### src/rtl/sram_requester_pkg.sv
// Shared types and parameter-derivation helpers for the SRAM requester.
package sram_requester_pkg;

    typedef enum logic {
        ST_FILL,
        ST_RUN
    } state_e;

    function automatic int addr_width(input int depth);
        return (depth > 1) ? $clog2(depth) : 1;
    endfunction

    function automatic int be_width(input int data_width, input int byte_width);
        return (data_width + byte_width - 1) / byte_width;
    endfunction

endpackage

### src/rtl/sram_rsp_fifo.sv
// Shift-register response buffer: entry 0 is the registered output word.
module sram_rsp_fifo #(
    parameter int  Depth    = 2,
    parameter int  Width    = 128,
    localparam int CntWidth = $clog2(Depth + 1)
) (
    input  logic                clk_i,
    input  logic                rst_ni,
    input  logic                push_i,
    input  logic                pop_i,
    input  logic [Width-1:0]    data_i,
    output logic [Width-1:0]    data_o,
    output logic [CntWidth-1:0] count_o,
    output logic                full_o,
    output logic                empty_o
);

    logic [Depth-1:0][Width-1:0] r_mem;
    logic [CntWidth-1:0]         r_count;
    logic                        w_pop;
    logic [CntWidth-1:0]         w_wr_idx;

    assign w_pop    = pop_i && (r_count != '0);
    // A push that coincides with a pop lands one slot lower, after the shift.
    assign w_wr_idx = r_count - CntWidth'(w_pop);

    always_ff @(posedge clk_i or negedge rst_ni) begin
        if (!rst_ni) begin
            r_mem   <= '0;
            r_count <= '0;
        end else begin
            if (w_pop) begin
                for (int i = 0; i < Depth - 1; i++) begin
                    r_mem[i] <= r_mem[i+1];
                end
            end
            for (int i = 0; i < Depth; i++) begin
                if (push_i && (w_wr_idx == CntWidth'(i))) begin
                    r_mem[i] <= data_i;
                end
            end
            r_count <= r_count + CntWidth'(push_i) - CntWidth'(w_pop);
        end
    end

    assign data_o  = r_mem[0];
    assign count_o = r_count;
    assign full_o  = (r_count == CntWidth'(Depth));
    assign empty_o = (r_count == '0);

endmodule

### src/rtl/sram_requester.sv
// Initiator for a single-port SRAM: command stream in, in-order read responses out.
// Define SRAM_REQUESTER_FILL_EN to write FillValue to every word after reset.
module sram_requester
    import sram_requester_pkg::*;
#(
    parameter int                   Depth       = 128,
    parameter int                   DataWidth   = 128,
    parameter int                   ByteWidth   = 8,
    parameter int                   RespDepth   = 2,
    parameter logic [DataWidth-1:0] FillValue   = '0,
    localparam int                  AddrWidth   = addr_width(Depth),
    localparam int                  ByteEnWidth = be_width(DataWidth, ByteWidth)
) (
    input  logic                   clk_i,
    input  logic                   rst_ni,
    input  logic                   cmd_valid_i,
    output logic                   cmd_ready_o,
    input  logic                   cmd_we_i,
    input  logic [AddrWidth-1:0]   cmd_addr_i,
    input  logic [ByteEnWidth-1:0] cmd_be_i,
    input  logic [DataWidth-1:0]   cmd_wdata_i,
    output logic                   rsp_valid_o,
    input  logic                   rsp_ready_i,
    output logic [DataWidth-1:0]   rsp_rdata_o,
    output logic                   sram_req_o,
    output logic                   sram_we_o,
    output logic [AddrWidth-1:0]   sram_addr_o,
    output logic [ByteEnWidth-1:0] sram_be_o,
    output logic [DataWidth-1:0]   sram_wdata_o,
    input  logic [DataWidth-1:0]   sram_rdata_i,
    output logic                   busy_o
);

    localparam int CntWidth = $clog2(RespDepth + 1);

    logic                 w_fill;
    logic                 w_accept;
    logic                 w_pop;
    logic                 w_credit;
    logic                 w_empty;
    logic                 w_full;
    logic [AddrWidth-1:0] w_fill_addr;
    logic [DataWidth-1:0] w_fill_data;
    logic [CntWidth-1:0]  w_count;
    logic                 r_inflight;

    assign w_fill_data = FillValue;

`ifdef SRAM_REQUESTER_FILL_EN
    state_e               r_state;
    logic [AddrWidth-1:0] r_fill_addr;

    always_ff @(posedge clk_i or negedge rst_ni) begin
        if (!rst_ni) begin
            r_state     <= ST_FILL;
            r_fill_addr <= '0;
        end else if (r_state == ST_FILL) begin
            r_fill_addr <= r_fill_addr + AddrWidth'(1);
            if (r_fill_addr == AddrWidth'(Depth - 1)) begin
                r_state <= ST_RUN;
            end
        end
    end

    assign w_fill      = (r_state == ST_FILL);
    assign w_fill_addr = r_fill_addr;
`else
    assign w_fill      = 1'b0;
    assign w_fill_addr = '0;
`endif

    assign busy_o      = w_fill;
    assign rsp_valid_o = !w_empty;
    assign w_pop       = rsp_valid_o && rsp_ready_i;
    // Outstanding reads (buffered + returning) after this cycle's pop must leave a free slot.
    assign w_credit    = (32'(w_count) + 32'(r_inflight)) < (32'(RespDepth) + 32'(w_pop));
    assign cmd_ready_o = !w_fill && (cmd_we_i || w_credit);
    assign w_accept    = cmd_valid_i && cmd_ready_o;

    always_comb begin
        sram_req_o   = 1'b0;
        sram_we_o    = 1'b0;
        sram_addr_o  = '0;
        sram_be_o    = '0;
        sram_wdata_o = '0;
        if (w_fill) begin
            sram_req_o   = 1'b1;
            sram_we_o    = 1'b1;
            sram_addr_o  = w_fill_addr;
            sram_be_o    = '1;
            sram_wdata_o = w_fill_data;
        end else if (w_accept) begin
            sram_req_o   = 1'b1;
            sram_we_o    = cmd_we_i;
            sram_addr_o  = cmd_addr_i;
            sram_be_o    = cmd_be_i;
            sram_wdata_o = cmd_wdata_i;
        end
    end

    always_ff @(posedge clk_i or negedge rst_ni) begin
        if (!rst_ni) begin
            r_inflight <= 1'b0;
        end else begin
            r_inflight <= w_accept && !cmd_we_i;
        end
    end

    sram_rsp_fifo #(
        .Depth (RespDepth),
        .Width (DataWidth)
    ) u_rsp_fifo (
        .clk_i   (clk_i),
        .rst_ni  (rst_ni),
        .push_i  (r_inflight),
        .pop_i   (w_pop),
        .data_i  (sram_rdata_i),
        .data_o  (rsp_rdata_o),
        .count_o (w_count),
        .full_o  (w_full),
        .empty_o (w_empty)
    );

    // The SRAM return cannot be stalled, so it must never meet a full buffer.
    assert property (@(posedge clk_i) disable iff (!rst_ni) !(r_inflight && w_full && !w_pop));

endmodule
### config.mk
export PLATFORM = sky130hd
export DESIGN_NAME = sram_requester
export DESIGN_NICKNAME = d
export VERILOG_FILES = /design/src/rtl/sram_requester_pkg.sv /design/src/rtl/sram_rsp_fifo.sv /design/src/rtl/sram_requester.sv
export SDC_FILE = /design/constraint.sdc
export NUM_CORES = 1
export LEC_CHECK = 0
export CAP_MARGIN = 20
export CORE_AREA = 2 2 223 225
export DETAILED_ROUTE_END_ITERATION = 16
export DIE_AREA = 0 0 225 227
export PLACE_DENSITY = 0.6
export SLEW_MARGIN = 0
export SYNTH_ARGS = -nofsm -noshare
export SYNTH_HDL_FRONTEND = slang
export SYNTH_SLANG_ARGS = --single-unit
### constraint.sdc
create_clock -name clk_i -period 2.8 [get_ports clk_i]
set_input_delay 0.84 -clock clk_i [delete_from_list [all_inputs] [get_ports clk_i]]
set_output_delay 0.84 -clock clk_i [all_outputs]
set_load 0.005 [all_outputs]
==> out/qor.yml, run 1 <==
status: "complete, but fails checks"
violations: "negative setup slack"
min_period_ps: 3217
cts_sinks: 259
crit_type: "flip-flop to primary output"
ir_drop_mv: 0.5538
wirelength_um: 49610
avgViaCountPerCell: 4.593
power.density_nw_per_um2: 950.7
syn2layout_area_growth_pct: 57.88
dp_hpwl_um: 34830
maxSlewHeadroom_pct: 51.65
post-route-drc-count: 0
maxCapViolCount: 0
drive_above_1_share_pct: 50.32
synth_seq_area_share_pct: 46.35
yosysWarnings: 0
critPathRequiredTime_ps: 1960
antenna_found_initial: 6
detail-route-antenna-nets: 0
fin_ws_ps: -416.7
rsz0062_at_grt: "yes"
nNetsFinal: 1849
cp_max_fo: 11
core_area_um2: 48550
htreeDepth: 1
synth.ff_latch_count: 259
overflow: 0
fin_crit_sh_pct: 114.9
syn_inst: 1021
p_total_mw: 20.99
synthesis.area_um2: 13980
clock_path_buffers: 3
power.leakage_nw: 9.650
final_util_pct: 45.48
io_pins: 568
dr.pass1.iters: 4
nFillCells: 4444
grt_use_total_pct: 18.10
clk_pin_slew_ps: 60
cts_buffers: 31
layout.cells.most_common: "clkdlybuf4s50_1"
crit_arrival_ps: 2380
port_buffers: 566
start_kind: "flip-flop"
fp.dieArea_um2: 51080
finalHoldViolations: 0
synth.avg_cell_area_um2: 13.70
num_rows: 81
cts_tree: "yes"
worst_slew_pin_slew_ps: 725.3
cts_hold_buf: 0
end_kind: "primary output"
grt_max_degree: 64
synth_cell_type_count: 24
grt_pass1_vias: 10350
drt-wirelength-per-cell_um: 22.46
clk_latency_ps: 580
synthesis.nets: 1309
die_h_um: 227
grt_pass1_wl_um: 69230
final_cell_mix: "408 x clkdlybuf4s50_1, 286 x mux2_2, 258 x dfrtp_1"
vias: 10150
max_freq_mhz: 310.9
ctsRootBufferMaster: "clkbuf_16"
drt_iter0_drc: 407
final.setup_skew_ps: 8.650
initial_core_util_pct: 28.80
min-delay-path-class: "input port to async pin"
routabilityCongestion: 0.8174
finalSetupViolCount: 153
slew_violations: 0
dieWidth_um: 225
-- cell families (layout without fill, tap and decap cells) --
logic type / Yosys count / count (layout) / share of synthesized area, %
other: 1 / 2 / 0.02682
AND/OR/NAND/NOR: 157 / 157 / 11.18
AO/OA/AOI/OAI: 5 / 6 / 0.2595
buffers and inverters: 209 / 773 / 10.72
multiplexers: 384 / 384 / 30.92
adder cells (fa/ha/maj): 4 / 4 / 0.3579
flip-flops: 259 / 259 / 46.35
XOR/XNOR: 2 / 2 / 0.1790
-- critical path, cell delays in order, from the launching register on --
cell and delay, ps:
dfrtp_1 420, ha_4 180, ha_4 270, o211a_4 240, buf_12 190, buf_6 110
nor3b_2 180, buf_2 190
-- per-layer routing --
metal  GRT usage, %  vias to the layer above  share of wire [%]
li1               -                     4594                  -
met1          26.66                     5108                 46
met2          25.68                      379                 43
met3          5.937                       62                9.0
met4          3.632                        4                1.9
met5              0                        -              0.034
-- power breakdown --
group | total [mW] | switching (mW) | internal (mW)
clock network | 4.44 | 1.66 | 2.78
logic | 10.1 | 3.72 | 6.37
registers | 6.47 | 0.838 | 5.63
-- state kept, by name (all words and copies together), names as in the netlist --
register / count
u_rsp_fifo.data_o: 128
u_rsp_fifo.r_mem: 128
r_inflight: 1
u_rsp_fifo.count_o: 2
-- final timing paths --
kind / start / cells past startpoint / slack (ps) / endpoint
min in group clk_i: u_rsp_fifo.r_mem[185] / 1 / 500 / u_rsp_fifo.r_mem[185]
max: u_rsp_fifo.count_o[0] / 7 / -420 / sram_wdata_o[122]
max in group asynchronous: rst_ni / 2 / 1870 / u_rsp_fifo.data_o[97]
min reg2reg: u_rsp_fifo.r_mem[185] / 1 / 500 / u_rsp_fifo.r_mem[185]
min: rst_ni / 1 / 170 / u_rsp_fifo.data_o[73]
max reg2reg: u_rsp_fifo.count_o[1] / 14 / 100 / u_rsp_fifo.data_o[92]
-- final cells by class --
cell class                      count  area, um2  share of cell area, %
Antenna cell                        1      2.502                0.01133
Clock buffer                       44      934.6                  4.233
Clock inverter                     14      217.7                 0.9861
Inverter                            5      21.27                0.09634
Multi-Input combinational cell    554       6664                  30.18
Sequential cell                   259       6482                  29.36
Tap cell                          622      778.2                  3.525
Timing Repair Buffer              710       6977                  31.60
-- per-stage QoR --
stage	hold WS [ps]	cells	setup TNS [ps]	area [um2]	worst slack (ps)
2_1_floorplan	471.7	1021	0	13980	183.2
3_3_place_gp	478.8	2079	-260010	19840	-1194
3_5_place_dp	485.7	2079	-257090	19840	-1121
4_1_cts	169.4	2187	-57880	21670	-495.1
5_1_grt	185.4	2209	-58690	22080	-461.4
6_report	174.9	2209	-49440	22080	-416.7
-- synth_stat cells (all sizes together) --
library cell	count	share of area (%)
buf	189	10
o211a	1	0.072
inv	5	0.13
xnor2	2	0.18
o21a	1	0.054
or2	1	0.045
mux2	384	31
nor4b	1	0.063
nor3b	151	11
dfrtp	259	46
and2	1	0.045
nor2	1	0.027
ha	4	0.36
conb	1	0.027
o21ai	3	0.13
clkbuf	15	0.40
nand3	2	0.072
-- timing repair --
item / CTS / global route
buffers inserted: 38 / 25
pin swaps: 19 / 62
hold endpoints to repair: 0 / 0
setup endpoints to repair: 155 / 154
resized for setup: 616 / 216
cloned: 14 / 6
No activity file was read; power rests on OpenSTA's default activity.
==> run 2: changes to the inputs <==
--- a/config.mk
+++ b/config.mk
@@ -5,7 +5,7 @@
 export SDC_FILE = /design/constraint.sdc
 export NUM_CORES = 1
 export LEC_CHECK = 0
-export CAP_MARGIN = 20
+export CAP_MARGIN = 30
 export CORE_AREA = 2 2 223 225
 export DETAILED_ROUTE_END_ITERATION = 16
 export DIE_AREA = 0 0 225 227
==> results of run 2 <==
The final DEF is identical to that of run 1; final timing and power are the same.
